<file path="config.mk">
export PLATFORM = sky130hd
export DESIGN_NAME = lcd12864_ctrl
export DESIGN_NICKNAME = d
export VERILOG_FILES = /design/src/rtl/lcd12864_ctrl.sv
export SDC_FILE = /design/constraint.sdc
export NUM_CORES = 2
export LEC_CHECK = 0
export BUFFER_PORTS_ARGS = -buffer_cell sky130_fd_sc_hd__buf_2
export CAP_MARGIN = 5
export CORE_AREA = 2 2 279 281
export DETAILED_ROUTE_END_ITERATION = 7
export DIE_AREA = 0 0 281 283
export PLACE_DENSITY = 0.56
export SLEW_MARGIN = 40
export SYNTH_ARGS = -nofsm -noshare
export SYNTH_HDL_FRONTEND = slang
export SYNTH_SLANG_ARGS = --single-unit
</file>
<file path="constraint.sdc">
create_clock -name clk -period 19.8 [get_ports clk]
set_clock_uncertainty 0.1 [all_clocks]
set_input_delay 3.96 -clock clk [delete_from_list [all_inputs] [get_ports clk]]
set_output_delay 3.96 -clock clk [all_outputs]
set_load 0.05 [all_outputs]
</file>
<file path="src/rtl/lcd12864_ctrl.sv">
// LCD12864 (ST7920-class) write-only parallel bus controller.
// Initialises the panel, then mirrors a 4x16-byte shadow text buffer onto the screen,
// streaming only rows marked dirty. Two requesters share the buffer via round-robin.
`timescale 1ns/1ps
module lcd12864_ctrl #(
    parameter int unsigned DIV      = 8000,
    parameter int unsigned CLR_WAIT = 80000
) (
    input  logic       clk,
    input  logic       rst,
    input  logic       req0,
    input  logic [5:0] addr0,
    input  logic [7:0] data0,
    output logic       gnt0,
    input  logic       req1,
    input  logic [5:0] addr1,
    input  logic [7:0] data1,
    output logic       gnt1,
    output logic       init_done,
    output logic       busy,
    output logic       lcd_rs,
    output logic       lcd_rw,
    output logic       lcd_en,
    output logic [7:0] lcd_data
);
    localparam int unsigned CntW  = $clog2(2 * DIV + 1);
    localparam int unsigned WaitW = $clog2(CLR_WAIT + 1);
    localparam logic [CntW-1:0]  LastCnt  = CntW'(2 * DIV);
    localparam logic [CntW-1:0]  EnOn     = CntW'(DIV);
    localparam logic [WaitW-1:0] WaitLast = WaitW'(CLR_WAIT - 1);

    typedef enum logic [2:0] {StInit, StWaitClr, StIdle, StRowAddr, StRowData} state_e;

    state_e            state_q, state_d;
    logic [1:0]        init_idx_q, init_idx_d;
    logic [3:0]        col_q, col_d;
    logic [1:0]        row_q, row_d;
    logic [WaitW-1:0]  wait_q, wait_d;
    logic              done_q, done_d;
    logic [3:0]        dirty_q, dirty_d;
    logic              last_q;          // 1: port 1 was granted most recently
    logic [7:0]        shadow_q [64];
    logic              act_q, act_d;
    logic [CntW-1:0]   cnt_q, cnt_d;
    logic              en_q, en_d;
    logic              rs_q;
    logic [7:0]        data_q;

    logic              wr_en;
    logic [5:0]        wr_addr;
    logic [7:0]        wr_data;
    logic              slot_free;
    logic              start, start_rs;
    logic [7:0]        start_byte;
    logic              sel_found;
    logic [1:0]        sel_row, cand;
    logic [7:0]        init_cmd, row_cmd;

    // Round-robin arbiter: on conflict the port not served last wins
    always_comb begin
        gnt0    = req0 & (~req1 | last_q);
        gnt1    = req1 & (~req0 | ~last_q);
        wr_en   = gnt0 | gnt1;
        wr_addr = gnt0 ? addr0 : addr1;
        wr_data = gnt0 ? data0 : data1;
    end

    // Pick the next dirty row, searching from the last-served row + 1
    always_comb begin
        sel_found = 1'b0;
        sel_row   = row_q;
        cand      = row_q;
        for (int i = 1; i <= 4; i++) begin
            cand = row_q + 2'(i);
            if (!sel_found && dirty_q[cand]) begin
                sel_found = 1'b1;
                sel_row   = cand;
            end
        end
    end

    // Command byte tables for init and row-address
    always_comb begin
        case (init_idx_q)
            2'd0, 2'd1: init_cmd = 8'h30;
            2'd2:       init_cmd = 8'h0C;
            default:    init_cmd = 8'h01;
        endcase
        case (row_q)
            2'd0:    row_cmd = 8'h80;
            2'd1:    row_cmd = 8'h90;
            2'd2:    row_cmd = 8'h88;
            default: row_cmd = 8'h98;
        endcase
    end

    // Sequencer next state; a new slot may start on the last cycle of the previous one
    always_comb begin
        slot_free  = ~act_q | (cnt_q == LastCnt);
        state_d    = state_q;
        init_idx_d = init_idx_q;
        col_d      = col_q;
        row_d      = row_q;
        wait_d     = wait_q;
        done_d     = done_q;
        dirty_d    = dirty_q;
        start      = 1'b0;
        start_rs   = 1'b0;
        start_byte = 8'h00;
        unique case (state_q)
            StInit: begin
                if (slot_free) begin
                    start      = 1'b1;
                    start_byte = init_cmd;
                    if (init_idx_q == 2'd3) begin
                        state_d = StWaitClr;
                        wait_d  = '0;
                    end else begin
                        init_idx_d = init_idx_q + 2'd1;
                    end
                end
            end
            StWaitClr: begin
                // Count only once the clear command's slot has fully finished
                if (!act_q) begin
                    if (wait_q == WaitLast) begin
                        start      = 1'b1;
                        start_byte = 8'h06;
                        state_d    = StIdle;
                        done_d     = 1'b1;
                    end else begin
                        wait_d = wait_q + 1'b1;
                    end
                end
            end
            StIdle: begin
                if (sel_found) begin
                    dirty_d[sel_row] = 1'b0;
                    row_d            = sel_row;
                    state_d          = StRowAddr;
                end
            end
            StRowAddr: begin
                if (slot_free) begin
                    start      = 1'b1;
                    start_byte = row_cmd;
                    col_d      = 4'd0;
                    state_d    = StRowData;
                end
            end
            StRowData: begin
                if (slot_free) begin
                    start      = 1'b1;
                    start_rs   = 1'b1;
                    start_byte = shadow_q[{row_q, col_q}];
                    if (col_q == 4'd15) begin
                        state_d = StIdle;
                    end else begin
                        col_d = col_q + 4'd1;
                    end
                end
            end
            default: state_d = StInit;
        endcase
        // A write after the scheduler's clear wins so the row is re-sent
        if (wr_en) begin
            dirty_d[wr_addr[5:4]] = 1'b1;
        end
    end

    // Byte-slot timer: en low for DIV cycles, high for DIV, then one low hold cycle
    always_comb begin
        act_d = act_q;
        cnt_d = cnt_q;
        if (start) begin
            act_d = 1'b1;
            cnt_d = '0;
        end else if (act_q) begin
            if (cnt_q == LastCnt) begin
                act_d = 1'b0;
            end else begin
                cnt_d = cnt_q + 1'b1;
            end
        end
        en_d = act_d & (cnt_d >= EnOn) & (cnt_d < LastCnt);
    end

    // State, slot and bus registers
    always_ff @(posedge clk or posedge rst) begin
        if (rst) begin
            state_q    <= StInit;
            init_idx_q <= 2'd0;
            col_q      <= 4'd0;
            row_q      <= 2'd3;
            wait_q     <= '0;
            done_q     <= 1'b0;
            dirty_q    <= 4'hF;
            last_q     <= 1'b1;
            act_q      <= 1'b0;
            cnt_q      <= '0;
            en_q       <= 1'b0;
            rs_q       <= 1'b0;
            data_q     <= 8'h00;
        end else begin
            state_q    <= state_d;
            init_idx_q <= init_idx_d;
            col_q      <= col_d;
            row_q      <= row_d;
            wait_q     <= wait_d;
            done_q     <= done_d;
            dirty_q    <= dirty_d;
            act_q      <= act_d;
            cnt_q      <= cnt_d;
            en_q       <= en_d;
            if (wr_en) begin
                last_q <= gnt1;
            end
            if (start) begin
                rs_q   <= start_rs;
                data_q <= start_byte;
            end
        end
    end

    // Shadow text buffer, cleared to spaces
    always_ff @(posedge clk or posedge rst) begin
        if (rst) begin
            for (int i = 0; i < 64; i++) begin
                shadow_q[i] <= 8'h20;
            end
        end else if (wr_en) begin
            shadow_q[wr_addr] <= wr_data;
        end
    end

    assign init_done = done_q;
    assign busy      = act_q | (state_q == StWaitClr);
    assign lcd_rs    = rs_q;
    assign lcd_rw    = 1'b0;
    assign lcd_en    = en_q;
    assign lcd_data  = data_q;

endmodule

</file>
==> flow_summary.ini <==
[run_status]
status = finished, final reports clean

[final_layout]
drive_gt1_frac = 0.217
area_growth_pct = 13.3
layout_common_cells = dfrtp_1 (496), o21ai_0 (312), nand2_1 (291)
layout_commonest_cell = dfrtp_1
nets = 2437
finish.utilization = 0.392
fill_cells = 7342
antennaDiodeCount = 0

[yosys]
syn-cell-area_um2 = 26500
ys_seq_area_frac = 0.542
synth_edf_count = 0
async_reset_ff_frac = 1.00
synth_cells = 2412
yosys.area.top_type = dfrtp_1
synth_top_area_frac = 0.472
synth_area_per_cell_um2 = 11.0
synthTopCellsByArea = dfrtp_1 (47%), mux4_2 (12%), dfstp_2 (7.0%)
ys_seq_elements = 571
yosysUniqueCellTypes = 68
ys.flop_type = dfrtp_1
ys_warn_count = 0
syn_nets = 2455

[worst_setup_path]
worst-setup-path-type = in2out
max_stage_delay_ps = 450
start_kind = input pin
crit_chain = buf_2 -> nand2b_1 -> nand2_1 -> buf_4 -> inv_2 -> buf_4 -> buf_2
cp.depth = 7
cp.buffers_inverters = 5
critPathTopFamily = buffers and inverters
cp.required_ps = 15740
cp_max_fo = 25
crit_path_top_delay_cell = buf_4
endpoint_kind = output port
worstRegToRegCells = 8
cp.arrival_ps = 5420

[clock_network]
cts_root_buf = clkbuf_16
ctsResizeCount = 0
clkTransAtPathRegs_ps = 60
cts_tree = done
cts.path.max_buffers = 3
cts_sinks = 571
cts_setup_buffers = 0
cts_hold_buf = 0
clk_latency_ps = 620
numCtsBuffers = 60
htreeDepth = 2

[route]
wirelength_um = 70700
drc = 0
drt_pre_antenna_iters = 5
post_drt_via_cell_ratio = 5.34
ant_nets = 0
wl_per_cell_um = 20.3
drtIter0Drc = 1315
via_count = 18597

[min_path]
min_path_cells = 1
hp-class = reg2reg

[sta]
rsz0062_at_grt = no
hold_viol = 0
fin_crit_sh = 0.479
slew-limit-headroom = 0.410
setup_viol = 0
max_freq_mhz = 105
period_minus_slack_ps = 9480
maxSlewViolCount = 0
setup_tns_ps = 0
tightest_slew_ps = 885

[floorplanning]
initial_core_util = 0.346
die_y_um = 283
core-area_um2 = 76700
fp-row-count = 102
io-pin-count = 47
die_w_um = 281
die_area_um2 = 79500

[run]
maxCapViolCount = 0

[place]
hpwlAfterDp_um = 45700
portBuffers = 45
gp_congestion = 0.832

[global_routing]
grt_pass1_vias = 18801
grt_antenna_before_repair = 0
grt.total_usage = 0.180
grt_remaining_overflow = 0
grt_max_degree = 92
grt_pass1_wl_um = 112000

[power_and_ir_drop]
powerDensity_nw_per_um2 = 115
leakagePower_nw = 12.3
vdd_ir_drop_max_uv = 87.4
## per-stage QoR
step                      hold slack [ps]  power, W  setup slack, ps  instances  cell area, um^2
after floorplan                       344   0.00212             8020       2412            26500
after global placement                356   0.00227            10290       3363            27900
after detailed placement              359   0.00233            10300       3367            27900
after CTS                             374   0.00349            10290       3479            30000
after global routing                  394   0.00365            10210       3484            30100
final                                 373   0.00346            10320       3484            30100
## logic make-up after synthesis
group,after synthesis,share of synthesized area
flops,571,0.542
other cells,1,0.000141
xor+xnor,17,0.00561
mux,238,0.160
fa+ha+maj,11,0.00519
buf+inv,213,0.0324
simple gates,730,0.127
compound gates,631,0.127
## power by group
group | switching (W) | total [W] | internal [W]
clock network | 0.000470 | 0.00115 | 0.000682
registers | 0.000165 | 0.00169 | 0.00152
logic | 0.000326 | 0.000622 | 0.000296
## cell usage after synthesis, types with 11 or more instances
cell type,number
xnor2_1,11
ha_1,11
buf_1,12
buf_2,32
mux2_2,47
a21oi_1,248
mux4_2,145
inv_1,18
nand4_1,39
o21ai_0,312
nand2_1,291
nor2_1,266
nand2b_1,17
nor4_2,26
mux2i_1,46
dfstp_2,71
clkbuf_1,144
dfrtp_1,500
nand3_1,16
## layer usage
layer  vias to the layer above  GRT usage  share of wire
met5                         -          0              0
met4                         0     0.0488          0.020
met3                        86     0.0260          0.047
met2                       409      0.291           0.48
met1                      9513      0.254           0.46
li1                       8589          -              -
## flip-flops by register name, summed over array words and instances, names as in the netlist
register    flops
dirty_q         4
col_q           4
row_q           2
state_q         3
last_q          1
shadow_q      512
act_q           1
lcd_data        8
lcd_en          1
cnt_q          14
lcd_rs          1
wait_q         17
init_idx_q      2
init_done       1
## final timing paths
path / startpoint / endpoint / slack (ps)
max in group asynchronous: rst / shadow_q[158] / 14070
max reg2reg: col_q[0] / lcd_data[1] / 15460
min in group asynchronous: rst / shadow_q[368] / 3100
min: init_done / init_done / 370
min reg2reg: init_done / init_done / 370
max: req1 / gnt0 / 10320
## final cells by class
class,count,area (um^2),area share
repair buffers,112,830,0.0276
well taps,1040,1300,0.0433
multi-input cells,1628,11400,0.380
inverters,21,82.6,0.00275
clock inverters,20,238,0.00791
clock buffers,92,1780,0.0593
flip-flops and latches,571,14400,0.479
(Power assumes the default switching activity.)
